===== config.mk =====
export PLATFORM = sky130hd
export DESIGN_NAME = gfx_fb_write_sched
export DESIGN_NICKNAME = d
export VERILOG_FILES = /design/src/rtl/gfx_fb_write_sched.sv
export SDC_FILE = /design/constraint.sdc
export NUM_CORES = 1
export LEC_CHECK = 0
export BUFFER_PORTS_ARGS = -buffer_cell sky130_fd_sc_hd__buf_2
export CAP_MARGIN = 20
export CORE_MARGIN = 3
export CORE_UTILIZATION = 35
export DETAILED_ROUTE_END_ITERATION = 7
export GPL_TIMING_DRIVEN = 0
export PLACE_DENSITY_LB_ADDON = 0.1
export SYNTH_ARGS = -nofsm -noshare
export SYNTH_HDL_FRONTEND = slang
export SYNTH_SLANG_ARGS = --single-unit

===== constraint.sdc =====
create_clock -name clk -period 3.35 [get_ports clk]
set_input_delay 0.335 -clock clk [delete_from_list [all_inputs] [get_ports clk]]
set_output_delay 0.335 -clock clk [all_outputs]
set_load 0.005 [all_outputs]

===== src/rtl/gfx_fb_write_sched.sv =====
// gfx_fb_write_sched
// Arbitrates the single framebuffer write port between the full-screen clear
// generator and the draw pixel stream. A clear (requested, or automatic after
// reset) restarts the generator, waits for it to settle, forwards its pixels
// until the last one is accepted, then returns the port to the draw stream.
//
// Handshake: a beat transfers on any cycle where valid & ready are both high.
// A producer never withdraws or changes a presented beat until it transfers.
// Data and ready paths are combinational pass-throughs with no buffering.
//
// Ports:
//   clk, reset_n                     clock, asynchronous active-low reset
//   clear_req                        single-cycle clear request
//   busy                             clear pending or in progress
//   clear_done                       one-cycle pulse after the last clear pixel
//   clr_start / clr_inc              generator restart / advance
//   clr_x/y/color/valid/last         generator pixel stream
//   draw_valid/ready, draw_x/y/color draw pixel stream
//   fb_valid/ready, fb_x/y/color     framebuffer write port
//   fsm_state                        current scheduler state (debug)
module gfx_fb_write_sched #(
    parameter int FB_WIDTH       = 640,
    parameter int FB_HEIGHT      = 480,
    parameter int PIXEL_BITS     = 12,
    parameter int CLEAR_ON_RESET = 1,
    parameter int SETTLE_CYCLES  = 2,
    localparam int FB_X_BITS     = $clog2(FB_WIDTH),
    localparam int FB_Y_BITS     = $clog2(FB_HEIGHT)
) (
    input  logic                  clk,
    input  logic                  reset_n,
    input  logic                  clear_req,
    output logic                  busy,
    output logic                  clear_done,
    output logic                  clr_start,
    output logic                  clr_inc,
    input  logic [FB_X_BITS-1:0]  clr_x,
    input  logic [FB_Y_BITS-1:0]  clr_y,
    input  logic [PIXEL_BITS-1:0] clr_color,
    input  logic                  clr_valid,
    input  logic                  clr_last,
    input  logic                  draw_valid,
    output logic                  draw_ready,
    input  logic [FB_X_BITS-1:0]  draw_x,
    input  logic [FB_Y_BITS-1:0]  draw_y,
    input  logic [PIXEL_BITS-1:0] draw_color,
    output logic                  fb_valid,
    input  logic                  fb_ready,
    output logic [FB_X_BITS-1:0]  fb_x,
    output logic [FB_Y_BITS-1:0]  fb_y,
    output logic [PIXEL_BITS-1:0] fb_color,
    output logic [1:0]            fsm_state
);

    localparam int CNT_BITS = (SETTLE_CYCLES < 1) ? 1 : $clog2(SETTLE_CYCLES + 1);

    typedef enum logic [1:0] {
        S_DRAW   = 2'd0,
        S_START  = 2'd1,
        S_SETTLE = 2'd2,
        S_CLEAR  = 2'd3
    } state_t;

    localparam state_t RESET_STATE = (CLEAR_ON_RESET != 0) ? S_START : S_DRAW;

    state_t              state_q, state_d;
    logic                pending_q, pending_d;
    logic [CNT_BITS-1:0] settle_q, settle_d;
    logic                done_q, done_d;
    logic                clr_accept;

    always_ff @(posedge clk or negedge reset_n) begin
        if (!reset_n) begin
            state_q   <= RESET_STATE;
            pending_q <= 1'b0;
            settle_q  <= '0;
            done_q    <= 1'b0;
        end else begin
            state_q   <= state_d;
            pending_q <= pending_d;
            settle_q  <= settle_d;
            done_q    <= done_d;
        end
    end

    always_comb begin
        state_d    = state_q;
        pending_d  = pending_q;
        settle_d   = settle_q;
        done_d     = 1'b0;
        clr_start  = 1'b0;
        clr_inc    = 1'b0;
        draw_ready = 1'b0;
        fb_valid   = 1'b0;
        fb_x       = draw_x;
        fb_y       = draw_y;
        fb_color   = draw_color;
        clr_accept = fb_ready & clr_valid;

        case (state_q)
            S_DRAW: begin
                fb_valid   = draw_valid;
                draw_ready = fb_ready;
                if (clear_req) begin
                    pending_d = 1'b1;
                end
                // A draw beat stalled on fb_ready stays on the port until it
                // transfers, so the switch to the clear waits for it.
                if ((pending_q | clear_req) && !(draw_valid && !fb_ready)) begin
                    state_d = S_START;
                end
            end
            S_START: begin
                clr_start = 1'b1;
                pending_d = 1'b0;
                settle_d  = CNT_BITS'(SETTLE_CYCLES);
                state_d   = S_SETTLE;
            end
            S_SETTLE: begin
                // The counter reaching zero marks the end of settling, so the
                // clear begins SETTLE_CYCLES + 1 cycles after the restart pulse.
                // Generator outputs may still be stale here and are not used.
                if (settle_q <= CNT_BITS'(1)) begin
                    settle_d = '0;
                    state_d  = S_CLEAR;
                end else begin
                    settle_d = settle_q - CNT_BITS'(1);
                end
            end
            S_CLEAR: begin
                fb_valid = clr_valid;
                fb_x     = clr_x;
                fb_y     = clr_y;
                fb_color = clr_color;
                clr_inc  = clr_accept;
                if (clr_accept && clr_last) begin
                    state_d = S_DRAW;
                    done_d  = 1'b1;
                end
            end
            default: begin
                state_d = S_DRAW;
            end
        endcase
    end

    assign busy       = (state_q != S_DRAW) | pending_q;
    assign clear_done = done_q;
    assign fsm_state  = state_q;

endmodule


# After elaboration in Yosys (flattened, before gate mapping)
# Cells that the tools add are included.
[classes] order_cmp=1 n_addsub=1 reduce_logical=11 mux=17 eq_ne=7 n_bitwise=3
[ops] cell="12-bit two-way mux" count=1
[ops] cell="10-bit two-way mux" count=1
[ops] cell="9-bit two-way mux" count=1
[ops] cell="2-bit two-way mux" count=4
[ops] cell="2-bit != test (second input constant)" count=4
[ops] cell="2-bit case mux with 4 select lines" count=1
[ops] cell="1-bit two-way mux" count=6
[ops] cell="2-bit nonzero test" count=3
[ops] cell="2-bit equality test (second input constant)" count=2
[ops] cell="1-bit case mux with 2 select lines" count=2
[ops] cell="2-bit case mux with 2 select lines" count=1
[ops] cell="1-bit logical AND" count=3
[ops] cell="3-bit AND reduction" count=1
[ops] cell="2-bit by 1-bit equality test with 1-bit output (second input constant)" count=1
[ops] cell="2-bit by 1-bit less-or-equal comparator with 1-bit output (second input constant)" count=1
[ops] cell="1-bit zero test" count=2
[ops] cell="2-bit zero test" count=1
[ops] cell="1-bit bitwise OR" count=2
[ops] cell="2-bit AND reduction" count=1
[ops] cell="2-bit by 1-bit subtractor with 2-bit output (second input constant)" count=1
[ops] cell="1-bit bitwise AND" count=1
[word_totals] in_bits=69 out_inout_bits=39 reg_bits=6 word_cells=44

# Logic depth before layout (Yosys ltp)
# Gate-level depths: netlist of run 1.
[logic_depth] ltp_word=6 ltp_mapped=5 depth_no_buf=5

# Least setup slack after synthesis of run 1
# Ideal clock, no wire load.
[synth_timing] path_kind="flip-flop to output port" start="register state_q[0], in the netlist fsm_state[0]" end="output fb_color[0]" required_ns=3.015 n_path_buf=2 arrival_time_ns=1.276 setup_slack_ns=1.739 stages_incl_launch_ff=5 cell_sequence="dfstp_2 -> ha_1 -> buf_6 -> buf_12 -> mux2_4"
[synth_between] elab_chain_len=2
[synth_rtl] element="start: declaration" line_no="66" source="state_t state_q, state_d;"
[synth_rtl] element="start signal: assignment" line_no="79" source="state_q <= state_d;"
[synth_rtl] element="2-bit equality test" line_no="100" source="case (state_q)"
[synth_rtl] element="12-bit two-way mux" line_no="100"
[synth_rtl] element="end: declaration" line_no="51" source="output logic [PIXEL_BITS-1:0] fb_color,"
# Every way passes these cells.

# Worst setup path after layout of run 1
[layout_timing] start="register state_q[0], in the netlist fsm_state[0]" end="output fb_x[7]"
[layout_between] elab_chain_len=2
[layout_rtl] element="2-bit equality test" line_no="100"
[layout_rtl] element="10-bit two-way mux" line_no="100"
[layout_rtl] element="end: declaration" line_no="49" source="output logic [FB_X_BITS-1:0] fb_x,"
# Every way passes these cells.

==> qor.yml, run 1 <==
status: "finished, final reports clean"
hpwl_mm: 2.49
final_common_cell: "buf_2"
routed_wirelength_mm: 2.75
die_x_um: 56.1
start_util_pct: 38.3
r2r_start: "fsm_state[0]$_DFFE_PN1P_"
dr_total_vias: 993
path_depth: 5
netlist_area_um2: 880
via_per_inst: 4.68
clock.fmax_mhz: 495
synth_nets: 145
drive_gt1_share_pct: 80.4
core_mm2: 0.00230
synth_seq_cells: 6
relSlewSlack_pct: 83.5
grt_pass1_vias: 991
worstPathRequired_ns: 3.01
ant_nets: 0
r2r_slack_ns: 1.96
cts_setup_buffers: 0
avgSynthCellArea_um2: 12.2
fillCellCount: 209
first_pass_iters: 4
die-area_mm2: 0.00315
path_class: "reg2out"
layout_common_cells: "107 x buf_2, 29 x mux2_4, 5 x nand2_1, 5 x dfrtp_1, 4 x ha_1"
numCtsBuffers: 3
wl_per_cell_um: 13.0
setup_viol: 0
start_kind: "flop"
cp_slowest_cell: "dfstp_2"
r2r_end: "fsm_state[0]$_DFFE_PN1P_"
hold-worst-slack_ns: 0.298
fin_crit_sh_pct: 60.3
cts.path.max_buffers: 2
p_per_area_mw_per_mm2: 676
tritoncts: "done"
yosysWarnings: 0
io_buffers: 107
cts_root_buf: "clkbuf_4"
hold_path_class: "in2reg"
pre_cts_ws_ns: 1.58
row_count: 17
final.setup_skew_ns: 0.00610
antenna_found_initial: 0
first_iter_violations: 35
antenna_cells: 0
crit_path_max_fanout: 10
layoutNonFillerInstCount: 212
maxCapViolations: 0
synth_cell_types: 22
endpoint: "fb_x[7]"
track_usage_pct: 16.9
worst_r2r_path_depth: 5
slew_viol_final: 0
drc: 0
fin_crit_ns: 2.02
clkTransAtPathRegs_ns: 0.04
gp_congestion: 0.784
dp_cells: 207
area_growth_pct: 69.0
grt_max_degree: 11
cpPeakStageDelay_ns: 0.55
nNetsFinal: 258
power.leakage_nw: 0.879
die_h_um: 56.1
arrival_ns: 1.69
setup.worst_path.end_class: "output port"
cts.sinks: 6
critPathTopFamily: "flip-flops"
fin_tns_setup_ns: 0
grt_pass1_wl_mm: 4.28
setup_slack_ns: 1.33
grt_overflow_total: 0
seq_area_frac_synth_pct: 17.2
tightest_slew_ns: 0.247
hold_viol_final: 0
crit_chain: "ha_1 -> buf_6 -> buf_12 -> mux2_4 -> buf_2"
startpoint: "fsm_state[0]$_DFFE_PN1P_"
syn_inst: 72
ios: 108
grt_setup_unrepaired: "false"
max-vdd-ir-drop_uv: 533
clk_latency_ns: 0.25
cp_num_buf_inv: 3
htree_levels: 1
[repair_timing]
item	in CTS	in global routing
gates resized for setup	0	0
endpoints found under the hold margin	5	0
hold buffers	1	0
[registers in the layout (all words and copies together) (netlist names)]
register and cells:
pending_q 1, settle_q 2, clear_done 1, fsm_state 2
[layout make-up]
cell class                      count  area (µm²)  area share (%)
Multi-Input combinational cell     59         646            43.4
Buffer                              4        71.3            4.80
Tap cell                           28        35.0            2.36
Sequential cell                     6         151            10.2
Timing Repair Buffer              108         546            36.7
Clock buffer                        4        26.3            1.77
Inverter                            3        11.3           0.758
[Yosys cell counts]
master     n  area [µm²]
mux2i_1    1        10.0
dfrtp_1    5         125
o21ai_0    2        10.0
buf_6      1        11.3
nand3_1    1        5.00
nand2b_1   2        12.5
nand3_2    1        10.0
inv_1      3        11.3
and3_1     1        6.26
nand2_1    5        18.8
buf_12     3        60.1
mux2_2     2        22.5
o21ai_2    1        8.76
dfstp_2    1        26.3
ha_1       4        50.1
a22oi_1    2        15.0
a21oi_1    1        5.00
mux2_4    29         435
o22ai_1    1        6.26
nor2b_1    1        6.26
and2_1     2        12.5
nor2_1     3        11.3
[cells by family (layout without fill, tap and decap cells)]
logic type | after synthesis | after routing | synth area share (%)
adders and majority gates | 4 | 4 | 5.69
buffers and inverters | 7 | 119 | 9.39
DFF | 6 | 6 | 17.2
AOI/OAI and AO/OA | 7 | 7 | 5.12
and+or+nand+nor | 16 | 16 | 9.39
muxes | 32 | 32 | 53.2
[per-layer routing]
metal / part of all wire, % / track usage, % / vias to the layer above / wire length [µm]
li1: - / - / 482 / -
met1: 32 / 14.9 / 449 / 869
met2: 57 / 35.2 / 60 / 1570
met3: 11 / 6.03 / 2 / 293
met4: 0.36 / 4.07 / 0 / 10
met5: 0 / 0 / - / 0
[report_power, final]
part / switching [mW] / internal, mW
clock: 0.0284 / 0.0453
combinational: 0.321 / 0.478
sequential: 0.0223 / 0.109
total: 0.372 / 0.633
[worst min path at each step]
stage,from,endpoint,depth (start not counted)
after floorplan,reset_n,clear_done$_DFF_PN0_,0
after global placement,reset_n,pending_q$_DFFE_PN0P_,1
after detailed placement,reset_n,pending_q$_DFFE_PN0P_,1
after CTS,clear_req,pending_q$_DFFE_PN0P_,2
after global routing,clear_req,pending_q$_DFFE_PN0P_,2
final,clear_req,pending_q$_DFFE_PN0P_,2
[worst register-to-register path, cell delays in order (launching register included)]
cell and delay [ns]:
dfstp_2 0.55, inv_1 0.07, ha_1 0.29, o21ai_2 0.09
nand3_2 0.11, a22oi_1 0.21
[metrics by stage]
step	total power, mW	instance area, µm²	utilization (%)
global placement	0.924	1450	63.1
detailed placement	0.943	1450	63.1
global route	1.09	1490	64.7
floorplan	0.701	880	-
finish	1.00	1490	64.7
CTS	1.02	1490	64.7
Note: power is estimated with default switching activity, not from simulation.
==> run 2, diff against run 1 <==
--- a/config.mk
+++ b/config.mk
@@ -8,7 +8,7 @@
 export BUFFER_PORTS_ARGS = -buffer_cell sky130_fd_sc_hd__buf_2
 export CAP_MARGIN = 20
 export CORE_MARGIN = 3
-export CORE_UTILIZATION = 35
+export CORE_UTILIZATION = 29
 export DETAILED_ROUTE_END_ITERATION = 7
 export GPL_TIMING_DRIVEN = 0
 export PLACE_DENSITY_LB_ADDON = 0.1
==> constraint.sdc (replaced) <==
create_clock -name clk -period 1.85 [get_ports clk]
set_input_delay 0.185 -clock clk [delete_from_list [all_inputs] [get_ports clk]]
set_output_delay 0.185 -clock clk [all_outputs]
set_load 0.005 [all_outputs]
==> qor.yml, run 2 (synthesis results as in run 1) <==
clock.fmax_mhz: 541
first_iter_violations: 30
grt_max_degree: 11
top_layer: "met3"
hold_path_class: "in2reg"
r2r_slack_ns: 0.43
path_class: "reg2out"
final_common_cell: "buf_2"
routed_wirelength_mm: 3.02
hold_end: "pending_q$_DFFE_PN0P_"
antenna_found_initial: 0
cts.path.max_buffers: 2
setup_viol: 0
track_usage_pct: 11.5
hpwl_mm: 2.30
grt_pass1_vias: 843
fin_crit_ns: 1.85
cts_root_buf: "clkbuf_4"
power.leakage_nw: 0.980
ios: 108
ant_nets: 0
whs_path_depth: 2
p_total_mw: 2.29
cts.sinks: 6
core_mm2: 0.00283
switching_share_pct: 34.0
place_area_mm2: 0.00145
die_h_um: 61.1
combPwrFrac_pct: 83.4
gp_congestion: 0.710
relSlewSlack_pct: 82.7
area_growth_pct: 99.4
fillCellCount: 244
slew_viol_final: 0
cp_slowest_cell: "dfstp_2"
tightest_slew_ns: 0.260
tritoncts: "done"
arrival_ns: 1.66
clkTransAtPathRegs_ns: 0.05
hold_viol_final: 0
crit_chain: "ha_4 -> buf_8 -> clkbuf_16 -> mux2_4 -> buf_6"
via_per_inst: 4.57
drive_gt1_share_pct: 81.6
p_per_area_mw_per_mm2: 1310
grt_overflow_total: 0
die-area_mm2: 0.00373
io_buffers: 107
row_count: 19
p_clk_share_pct: 5.7
fin_crit_sh_pct: 99.8
clk_latency_ns: 0.24
cpPeakStageDelay_ns: 0.56
r2r_start: "fsm_state[0]$_DFFE_PN1P_"
post-route-util_pct: 62.0
wl_met2_mm: 1.62
maxCapViolations: 0
htree_levels: 1
worstPathRequired_ns: 1.66
status: "finished, final reports clean"
start_kind: "flop"
final.setup_skew_ns: 0.00298
grt_pass1_wl_mm: 3.37
start_util_pct: 31.1
max-vdd-ir-drop_uv: 766
die_x_um: 61.1
antenna_cells: 0
numCtsBuffers: 3
dr_total_vias: 1011
setup_slack_ns: 0.00283
final_area_mm2: 0.00175
crit_path_max_fanout: 5
drc: 0
p_switching_uw: 780
layout_common_cells: "83 x buf_2, 29 x mux2_4, 24 x buf_6, 5 x nand2_1, 5 x dfrtp_1"
nNetsFinal: 264
pwr-share-seq_pct: 10.9
min_from: "clear_req"
met3_length_um: 379
pre_cts_ws_ns: 0.228
wl_met1_mm: 1.02
worst_r2r_path_depth: 5
multi_input_area_um2: 658
wl_per_cell_um: 13.6
p_int_mw: 1.51
seqCellArea_um2: 151
first_pass_iters: 2
setup.worst_path.end_class: "output port"
grt_setup_unrepaired: "true"
r2r_end: "fsm_state[0]$_DFFE_PN1P_"
## run 2: power by group through the flow
stage / logic, mW / clock network (mW) / registers, mW
floorplan: 1.03 / 0 / 0.237
global placement: 1.43 / 0 / 0.242
detailed placement: 1.46 / 0 / 0.246
CTS: 1.48 / 0.138 / 0.245
global route: 2.05 / 0.149 / 0.260
finish: 1.91 / 0.131 / 0.250
## run 2: worst max-delay path: cells and delay by family, from the launching register on
kind                     cells  cell delay, ns
flip-flops                   1            0.56
buffers and inverters        3            0.41
multiplexers                 1            0.31
adder cells (fa/ha/maj)      1            0.15
## run 2: how the worst max path moves through the flow
stage / startpoint / to / slack, ns / depth (start not counted)
floorplan: fsm_state[0]$_DFFE_PN1P_ / fb_color[0] / 0.39 / 4
global placement: fsm_state[0]$_DFFE_PN1P_ / fb_y[8] / 0.23 / 5
detailed placement: fsm_state[0]$_DFFE_PN1P_ / fb_x[2] / 0.23 / 5
CTS: fsm_state[0]$_DFFE_PN1P_ / fb_x[2] / -0.03 / 5
global route: fsm_state[0]$_DFFE_PN1P_ / fb_color[5] / -0.05 / 5
finish: fsm_state[0]$_DFFE_PN1P_ / fb_color[5] / 0.003 / 5
## run 2: metrics by stage
stage                     hold slack (ns)  setup TNS, ns  instances
after floorplan                    -0.111              0         72
after global placement             0.0178              0        210
after detailed placement           0.0191              0        210
after CTS                           0.135         -0.746        216
after global routing                0.148         -0.839        221
final                               0.146              0        221
## run 2: timing repair
item | 4_1_cts | 5_1_grt
hold buffers | 1 | 0
hold endpoints to repair | 6 | 0
cloned | 0 | 4
setup endpoints to repair | 29 | 29
resized for setup | 0 | 28
buffers inserted | 1 | 1
## run 2: final cells by class
cell class / count / share of cell area [%]
well taps: 31 / 2.21
multi-input cells: 59 / 37.5
flip-flops and latches: 6 / 8.63
inverters: 3 / 0.642
plain buffers: 4 / 4.28
repair buffers: 114 / 45.2
clock buffers: 4 / 1.50
## run 2: metal layers
metal | up-vias | global-route usage [%]
met5 | - | 0
met4 | 0 | 1.86
met3 | 0 | 3.77
met2 | 63 | 21.9
met1 | 456 | 12.5
li1 | 492 | -
==> run 3, diff against run 2 <==
--- a/config.mk
+++ b/config.mk
@@ -9,6 +9,7 @@
 export CAP_MARGIN = 20
 export CORE_MARGIN = 3
 export CORE_UTILIZATION = 29
+export CTS_BUF_LIST = sky130_fd_sc_hd__clkbuf_16
 export DETAILED_ROUTE_END_ITERATION = 7
 export GPL_TIMING_DRIVEN = 0
 export PLACE_DENSITY_LB_ADDON = 0.1
==> qor.yml, run 3 (synthesis results as in run 1) <==
status: "finished, final reports clean"
wl_per_cell_um: 13.1
cpPeakStageDelay_ns: 0.56
hold_path_class: "in2reg"
first_pass_iters: 3
htree_levels: 1
busiest_layer: "met2"
slew_viol_final: 0
die_x_um: 61.1
grt_setup_unrepaired: "true"
maxCapViolations: 0
p_per_area_mw_per_mm2: 1390
final_common_cell: "buf_2"
cts.path.max_buffers: 2
track_usage_pct: 11.7
setup_slack_ns: 0.0232
relSlewSlack_pct: 82.6
area_growth_pct: 102
antenna_found_initial: 0
start_kind: "flop"
power.leakage_nw: 0.997
nNetsFinal: 264
tightest_slew_ns: 0.261
routed_wirelength_mm: 2.89
max-vdd-ir-drop_uv: 923
path_class: "reg2out"
via_per_inst: 4.60
grt_max_degree: 11
critPathTopFamily: "flip-flops"
hpwl_mm: 2.30
clock.fmax_mhz: 547
tritoncts: "done"
dr_total_vias: 1016
cp_slowest_cell: "dfstp_2"
antenna_cells: 0
worstPathRequired_ns: 1.66
crit_path_max_fanout: 5
clk_latency_ns: 0.23
drive_gt1_share_pct: 81.6
die_h_um: 61.1
arrival_ns: 1.64
grtUsageMet1_pct: 12.7
row_count: 19
ios: 108
layout_common_cells: "88 x buf_2, 29 x mux2_4, 19 x buf_6, 6 x clkbuf_16"
io_buffers: 107
grtUsageMet3_pct: 3.14
grt_pass1_wl_mm: 3.37
pre_cts_ws_ns: 0.228
first_iter_violations: 32
setup_viol: 0
die-area_mm2: 0.00373
crit_chain: "ha_4 -> buf_8 -> clkbuf_16 -> mux2_4 -> buf_6"
start_util_pct: 31.1
p_total_mw: 2.46
fin_crit_ns: 1.83
cts.sinks: 6
hold_viol_final: 0
grt_overflow_total: 0
ant_nets: 0
cts_root_buf: "clkbuf_16"
fin_crit_sh_pct: 98.7
use_met2_pct: 21.3
core_mm2: 0.00283
drc: 0
final.setup_skew_ns: 0.000542
clkTransAtPathRegs_ns: 0.03
cp_num_buf_inv: 3
setup.worst_path.end_class: "output port"
numCtsBuffers: 3
gp_congestion: 0.710
grt_pass1_vias: 832
## run 3: cell types whose count changed in the layout (fill, tap and decap cells not counted), sizes merged
cell    before  now
clkbuf       7    6
inv          3    4
## run 3: power by group
part / switching (mW) / total, mW / internal, mW
Sequential: 0.0524 / 0.251 / 0.199
Clock: 0.0762 / 0.357 / 0.280
Combinational: 0.659 / 1.85 / 1.19
## run 3: metal layers
| layer | up-vias | part of all wire, % |
|---|---|---|
| li1 | 491 | - |
| met1 | 455 | 34 |
| met2 | 66 | 52 |
| met3 | 4 | 14 |
| met4 | 0 | 0.73 |
| met5 | - | 0 |
## run 3: worst paths after layout
check                                         startpoint                  endpoint  slack (ns)  cells after the start
worst max register to register  fsm_state[0]$_DFFE_PN1P_  fsm_state[0]$_DFFE_PN1P_        0.44                      5
worst min register to register   settle_q[1]$_DFFE_PN0P_   settle_q[1]$_DFFE_PN0P_        0.48                      2
min in group asynchronous                        reset_n     pending_q$_DFFE_PN0P_        0.31                      2
worst min-delay path                           clear_req     pending_q$_DFFE_PN0P_        0.17                      2
max in group asynchronous                        reset_n  fsm_state[0]$_DFFE_PN1P_        1.32                      2
worst max-delay path            fsm_state[0]$_DFFE_PN1P_                   fb_x[8]        0.02                      5
## run 3: layout make-up
class / count / area (µm²)
Fill cell: 241 / 1050
Tap cell: 31 / 38.8
Timing Repair Buffer: 114 / 762
Sequential cell: 6 / 151
Multi-Input combinational cell: 59 / 658
Clock buffer: 3 / 75.1
Clock inverter: 1 / 3.75
Buffer: 4 / 75.1
Inverter: 3 / 11.3
## run 3: through the flow
stage	setup TNS [ns]	std cells	util [%]	instance area [µm²]	hold slack [ns]
final	0	221	62.8	1780	0.165
after global routing	-0.179	221	62.8	1780	0.180
after CTS	-0.114	216	54.8	1550	0.161
after detailed placement	0	210	51.4	1450	0.0191
after global placement	0	210	51.4	1450	0.0178
after floorplan	0	72	-	880	-0.111
## run 3: what timing repair did
item,in CTS,in global routing
hold buffers,1,0
endpoints found under the setup margin,29,29
resized for setup,0,23
hold endpoints to repair,6,0
cloned,0,4
setup buffers,1,1
